`config.mk`:
```
export PLATFORM = sky130hd
export DESIGN_NAME = fifo_lab_reader
export DESIGN_NICKNAME = d
export VERILOG_FILES = /design/src/rtl/fifo_lab_reader.sv
export SDC_FILE = /design/constraint.sdc
export NUM_CORES = 1
export LEC_CHECK = 0
export BUFFER_PORTS_ARGS = -buffer_cell sky130_fd_sc_hd__buf_2
export CAP_MARGIN = 10
export CORE_ASPECT_RATIO = 1.2
export CORE_MARGIN = 2
export CORE_UTILIZATION = 50
export CTS_CLUSTER_DIAMETER = 80
export DETAILED_ROUTE_END_ITERATION = 10
export PLACE_DENSITY = 0.75
export RECOVER_POWER = 100
export SYNTH_ARGS = -nofsm -noshare
export SYNTH_HDL_FRONTEND = slang
export SYNTH_SLANG_ARGS = --single-unit
export TNS_END_PERCENT = 5
```
`constraint.sdc`:
```
create_clock -name clk_r -period 2.58 [get_ports clk_r]
set_input_delay 0.774 -clock clk_r [delete_from_list [all_inputs] [get_ports clk_r]]
set_output_delay 0.774 -clock clk_r [all_outputs]
set_load 0.03 [all_outputs]
```
`src/rtl/fifo_lab_reader.sv`:
```
// Read-side controller for the fifo_lab async FIFO: issues rd_en bursts, captures
// buff_out one cycle later into a 4-entry skid buffer and streams it out on valid/ready.
//
// state | meaning
// IDLE  | no reads; waiting for threshold or flush with data
// READ  | issuing rd_en whenever availability and skid credit allow
// DRAIN | no new reads; waiting for in-flight reads to land
module fifo_lab_reader #(
   parameter int DATA_W       = 8,
   parameter int CNT_W        = 7,
   parameter int BURST_THRESH = 4
) (
   input  logic              clk_r,
   input  logic              rst,
   input  logic [CNT_W-1:0]  fifo_counter,
   input  logic [DATA_W-1:0] buff_out,
   output logic              rd_en,
   input  logic              flush,
   output logic [DATA_W-1:0] out_data,
   output logic              out_valid,
   input  logic              out_ready,
   output logic              busy,
   output logic [15:0]       words_read
);

   typedef enum logic [1:0] {IDLE, READ, DRAIN} state_t;

   state_t            state, state_nx;
   logic              rd_en_nx;
   logic              cap;
   logic [DATA_W-1:0] mem [4];
   logic [1:0]        wptr, rptr;
   logic [2:0]        count, occ_after;
   logic [CNT_W-1:0]  avail;
   logic              pop, start, credit_ok, can_issue;

   assign out_valid = (count != 3'd0);
   assign out_data  = mem[rptr];
   assign busy      = (state != IDLE) || out_valid;
   assign pop       = out_valid & out_ready;

   // fifo_counter lags our own strobe by a cycle, so discount the read in flight
   assign avail     = fifo_counter - CNT_W'(rd_en);
   assign occ_after = count + {2'b00, cap} - {2'b00, pop};
   assign credit_ok = (occ_after + {2'b00, rd_en}) < 3'd4;
   assign can_issue = credit_ok && (avail != '0);
   assign start     = (fifo_counter >= CNT_W'(BURST_THRESH)) ||
                      (flush && (fifo_counter != '0));

   always_comb begin
      state_nx = state;
      rd_en_nx = 1'b0;
      case (state)
         IDLE: begin
            if (start) begin
               state_nx = READ;
               rd_en_nx = can_issue;
            end
         end
         READ: begin
            rd_en_nx = can_issue;
            if (avail == CNT_W'(rd_en_nx)) state_nx = DRAIN;
         end
         DRAIN: begin
            if (!rd_en && !cap) begin
               if (start) begin
                  state_nx = READ;
                  rd_en_nx = can_issue;
               end else begin
                  state_nx = IDLE;
               end
            end
         end
         default: state_nx = IDLE;
      endcase
   end

   always_ff @(posedge clk_r or posedge rst) begin
      if (rst) begin
         state <= IDLE;
         rd_en <= 1'b0;
         cap   <= 1'b0;
      end else begin
         state <= state_nx;
         rd_en <= rd_en_nx;
         cap   <= rd_en;
      end
   end

   // skid buffer: capture and pop in the same cycle both take effect
   always_ff @(posedge clk_r or posedge rst) begin
      if (rst) begin
         for (int i = 0; i < 4; i++) mem[i] <= '0;
         wptr       <= 2'd0;
         rptr       <= 2'd0;
         count      <= 3'd0;
         words_read <= 16'd0;
      end else begin
         if (cap) begin
            mem[wptr] <= buff_out;
            wptr      <= wptr + 2'd1;
         end
         if (pop) begin
            rptr       <= rptr + 2'd1;
            words_read <= words_read + 16'd1;
         end
         count <= occ_after;
      end
   end

endmodule

```
Word level (Yosys, flattened, before mapping)
Index checks and enable logic that the tools add are counted.
Cells by class
  add/sub/neg operators: 7
  $lt $le $gt $ge: 5
  equality and inequality tests: 6
  mux-type cells: 14
  bitwise gates (word level): 3
  reduce and logical (&&, ||, !) cells: 14
Operators with widths (count)
  $bwmux 32: 1
  $mux 8: 3
  $add 16x1->16 const B: 1
  $bmux 8 s2: 1
  $demux 8 s2: 1
  $reduce_bool 7->1: 2
  $eq 7x1->1: 1
  $ge 7x3->1 const B: 1
  $sub 7x1->7: 1
  $add 3x1->3: 2
  $ge 3x3->1 const B: 2
  $mux 2: 3
  $ne 2x2->1 const B: 3
  $not 2->3: 2
  $pmux 2 s3: 1
  $add 2x1->2 const B: 2
  $logic_and 1x1->1: 4
  $lt 3x1->1 const B: 1
  $lt 3x3->1 const B: 1
  $mux 1: 3
  $pmux 1 s3: 1
  $reduce_and 3->1: 1
  $reduce_bool 3->1: 1
  $sub 3x1->3: 1
  7 further kinds: 9
Word-level totals
  bits in registers: 59
  input bits: 19
  logic and storage cells: 60

Depth between registers and ports, before layout
  depth in word-level cells: 9
  mapped depth: 11

Least setup slack after synthesis
OpenSTA, ideal clock, no wires.
  kind: input to register
  start: in out_ready
  end: reg state[0]
  arrival time: 2879 ps
  setup slack: -379 ps
  stages on the path: 11
  path buffers: 0
  cell sequence: o31ai_4 > inv_1 > ha_1 > inv_1 > ha_1 > inv_1 > fa_1 > nand3b_1 > xnor2_1 > or4b_1 > o211ai_2
Between the ends
  word-level cells in the longest chain between the ends: 8
Ends and longest elaborated chain
  start: declaration: RTL line 21  | input logic out_ready,
  $and 1x1->1: RTL line 40  | assign pop = out_valid & out_ready;
  net pop: RTL line 35  | logic pop, start, credit_ok, can_issue;
  $sub 3x1->3: RTL line 44  | assign occ_after = count + {2'b00, cap} - {2'b00, pop};
  $add 3x1->3: RTL line 45  | assign credit_ok = (occ_after + {2'b00, rd_en}) < 3'd4;
  $lt 3x3->1: RTL line 45
  $logic_and 1x1->1: RTL line 46  | assign can_issue = credit_ok && (avail != '0);
  $eq 7x1->1: RTL line 62  | if (avail == CNT_W'(rd_en_nx)) state_nx = DRAIN;
  $ne 2x2->1 (no line)
  $reduce_and 3->1 (no line)
  end signal: assignment: RTL line 84  | state <= state_nx;
  end: declaration: RTL line 28  | state_t state, state_nx;
The timed path passes the listed nets, and every way through them passes these cells.
A chain may end at the register's enable or synchronous reset.

Worst setup path after layout
  start: reg count[0]
  end: reg state[0]
Between the ends
  word-level cells in the longest chain between the ends: 9
  elaborated cells between the ends (all ways): 10
  those cells by class: add/sub: 3; order compare: 1; eq/ne: 2; bitwise: 1; reduce/logical: 3
Ends and longest elaborated chain
  start: declaration: RTL line 33  | logic [2:0] count, occ_after;
  start signal: assignment: RTL line 107  | count <= occ_after;
  $reduce_bool 3->1: RTL line 37  | assign out_valid = (count != 3'd0);
  $and 1x1->1: RTL line 40
  net pop: RTL line 35
  $sub 3x1->3: RTL line 44
  $add 3x1->3: RTL line 45
  $lt 3x3->1: RTL line 45
  $logic_and 1x1->1: RTL line 46
  $eq 7x1->1: RTL line 62
  $ne 2x2->1 (no line)
  $reduce_and 3->1 (no line)
The timed path passes the listed nets, and every way through them passes these cells.

==> reports/qor.csv <==
stage;metric;value;unit
run_status;status;complete, but fails checks;
run_status;violations;setup timing;
layout;antenna_cells;0;
worst_setup_path;worstSetupStartpointType;flip-flop;
worst_setup_path;rr_startpoint;count[0];
grt;grt_remaining_overflow;0;
sta;max_slew_margin;33.0;%
sta;finClkSkew;0.00642;ns
synthesis;synthCells;205;
floorplan;die_y;85.6;µm
power;p_leak;0.00162;µW
sta;drv_slew;0;
route;drt_pass1_iterations;4;
grt;grt_pass1_wl;8570;µm
place;place_congestion;0.766;
grt;antenna_found_initial;0;
layout;drive_above_1_share;46.7;%
clock_network;clk_latency;0.33;ns
min_path;hp-class;flip-flop to flip-flop;
power;total_power;4950;µW
sta;fin_crit;2.78;ns
worst_setup_path;crit_type;flip-flop to flip-flop;
sta;period_share;108;%
floorplan;die-area;6160;µm²
layout;fin_util;64.8;%
sta;fin_ws;-0.203;ns
clock_network;cts.clk_slew.worst_paths;0.06;ns
clock_network;cts_max_path_buffers;2;
synthesis;yosysWarnings;0;
worst_setup_path;cp.required;2.83;ns
min_path;hp-start;words_read[15];
sta;hold_violations;0;
worst_setup_path;critPathCaptureType;flip-flop;
synthesis;avgSynthCellArea;13.5;µm²
grt;grt_pass1_vias;1814;
worst_setup_path;worstPathArrival;3.04;ns
floorplan;io_pins;46;
power;ir_worst_vdd;0.00101;V
clock_network;cts-root-buf;clkbuf_8;
sta;rsz0062_at_grt;yes;
place;place_ws;-0.393;ns
synthesis;async_flop_share;100;%
synthesis;synth-edff-count;0;
synthesis;ys.flop_type;dfrtp_1;
synthesis;synth_top_cell_area_share;53.2;%
sta;setup_violations;2;
route;drt_wl_total;5130;µm
synthesis;ys_types;36;
worst_setup_path;crit_start;count[0];
synthesis;synth_area_leaders;dfrtp_1 (53%), mux2_2 (13%), mux4_2 (6.5%);
worst_setup_path;path_max_fanout;3;
layout;nNetsFinal;298;
synthesis;ys_ff_latch;59;
sta;timing.fmax;0.359;GHz
synthesis;synth_most_common_cell;dfrtp_1;
route;drt_iter0_drc;84;
route;drc;0;
sta;fin_setup_tns;-0.304;ns
clock_network;cts.htree.levels;3;
clock_network;numCtsBuffers;9;
floorplan;num_rows;29;
floorplan;start_util;52.0;%
grt;grt_max_degree;43;
route;postRouteAntennaNets;0;
power;powerDensity;1430;nW/µm²
synthesis;synth_seq_area_share;53.2;%
synthesis;syn-cell-area;2770;µm²
floorplan;core;5330;µm²
synthesis;synth.top_cells.by_count;dfrtp_1 (59), mux2_2 (32), inv_1 (16), nand2_1 (14), xnor2_1 (14);
place;io_buffers;45;
clock_network;cts_sinks;59;
run;cap_violations;0;
route;viasPerCell;5.38;
synthesis;synth_nets;234;
route;wl_per_cell;15.3;µm
place;dp_hpwl;3530;µm
route;vias;1808;
layout;syn_to_final_growth;24.6;%
floorplan;fp.dieW;72.0;µm
synthesis;yosysTopAreaCell;dfrtp_1;
sta;tightest_slew;1.01;ns
clock_network;cts_tree;done;
grt;track_usage;18.6;%
metal layers:
metal | global-route usage [%] | routed length, µm
met2 | 30.3 | 2650
met5 | 0 | 0
met4 | 7.20 | 71
met1 | 23.2 | 2190
met3 | 5.88 | 215
per-stage QoR:
step	hold slack (ns)	cells	area [µm²]
2_1_floorplan	0.474	205	2770
3_3_place_gp	0.455	318	3140
3_5_place_dp	0.463	318	3140
4_1_cts	0.428	334	3420
5_1_grt	0.501	336	3450
6_report	0.476	336	3450
cells by family (layout without fill, tap and decap cells):
group / after synthesis / in the layout / share of synthesized area, %
flops: 59 / 59 / 53.2
mux: 40 / 40 / 19.5
fa+ha+maj: 10 / 10 / 4.78
simple gates: 47 / 47 / 9.84
xor+xnor: 20 / 20 / 6.86
buf+inv: 19 / 88 / 2.66
compound gates: 10 / 10 / 3.11
sequential cells by signal (all words and copies together), names as in the netlist:
name	cells
cap	1
count	3
mem	32
rd_en	1
rptr	2
state	2
words_read	16
wptr	2
path summary, 6_finish.rpt:
check,slack [ns],cells after the start,end
worst max-delay path,-0.20,11,state[0]
worst min-delay path,0.48,1,words_read[15]
worst max register to register,-0.20,11,state[0]
worst min register to register,0.48,1,words_read[15]
max in group asynchronous,0.63,3,state[1]
min in group asynchronous,0.53,2,words_read[13]
layout make-up:
type | count | area (µm²)
clock inverters | 4 | 95.1
fillers | 410 | 1880
clock buffers | 12 | 165
well taps | 62 | 77.6
flip-flops and latches | 59 | 1480
multi-input cells | 127 | 1270
repair buffers | 56 | 308
inverters | 16 | 60.1
layout by cell type (no fill, tap or decap), types with 2 or more instances in the layout:
cell,n
dfrtp_1,59
buf_2,44
mux2_2,32
nand2_1,14
xnor2_1,13
inv_1,13
clkbuf_8,12
buf_4,9
mux4_2,8
ha_1,7
nor2_1,5
xor2_1,5
nand4_1,4
nand3_1,4
o21ai_0,4
inv_2,3
nor4_1,3
nor3_1,3
bufinv_16,3
or2_2,2
nand3b_1,2
or3_4,2
ha_4,2
where the power goes:
| group | total [µW] | switching (µW) | leakage [µW] | internal [µW] |
|---|---|---|---|---|
| Sequential | 1630 | 305 | 0.000694 | 1330 |
| Combinational | 2250 | 1120 | 0.000792 | 1130 |
| Clock | 1070 | 352 | 0.000133 | 719 |
| Total | 4950 | 1780 | 0.00162 | 3180 |
critical path, stage by stage (launching register included):
cell and delay (ns):
dfrtp_1 0.42, o31ai_4 0.28, inv_2 0.08, ha_4 0.26
inv_2 0.04, ha_4 0.14, inv_2 0.05, fa_2 0.41
nand3b_1 0.21, xnor2_2 0.18, or4b_1 0.55, o211ai_2 0.08
repair_timing:
item | CTS | global route
hold endpoints to repair | 0 | 0
pin swaps | 1 | 7
hold buffers | 0 | 0
buffers inserted | 0 | 2
gates cloned | 0 | 0
resized for setup | 4 | 8
endpoints found under the setup margin | 3 | 3
Note: power is estimated with default switching activity, not from simulation.
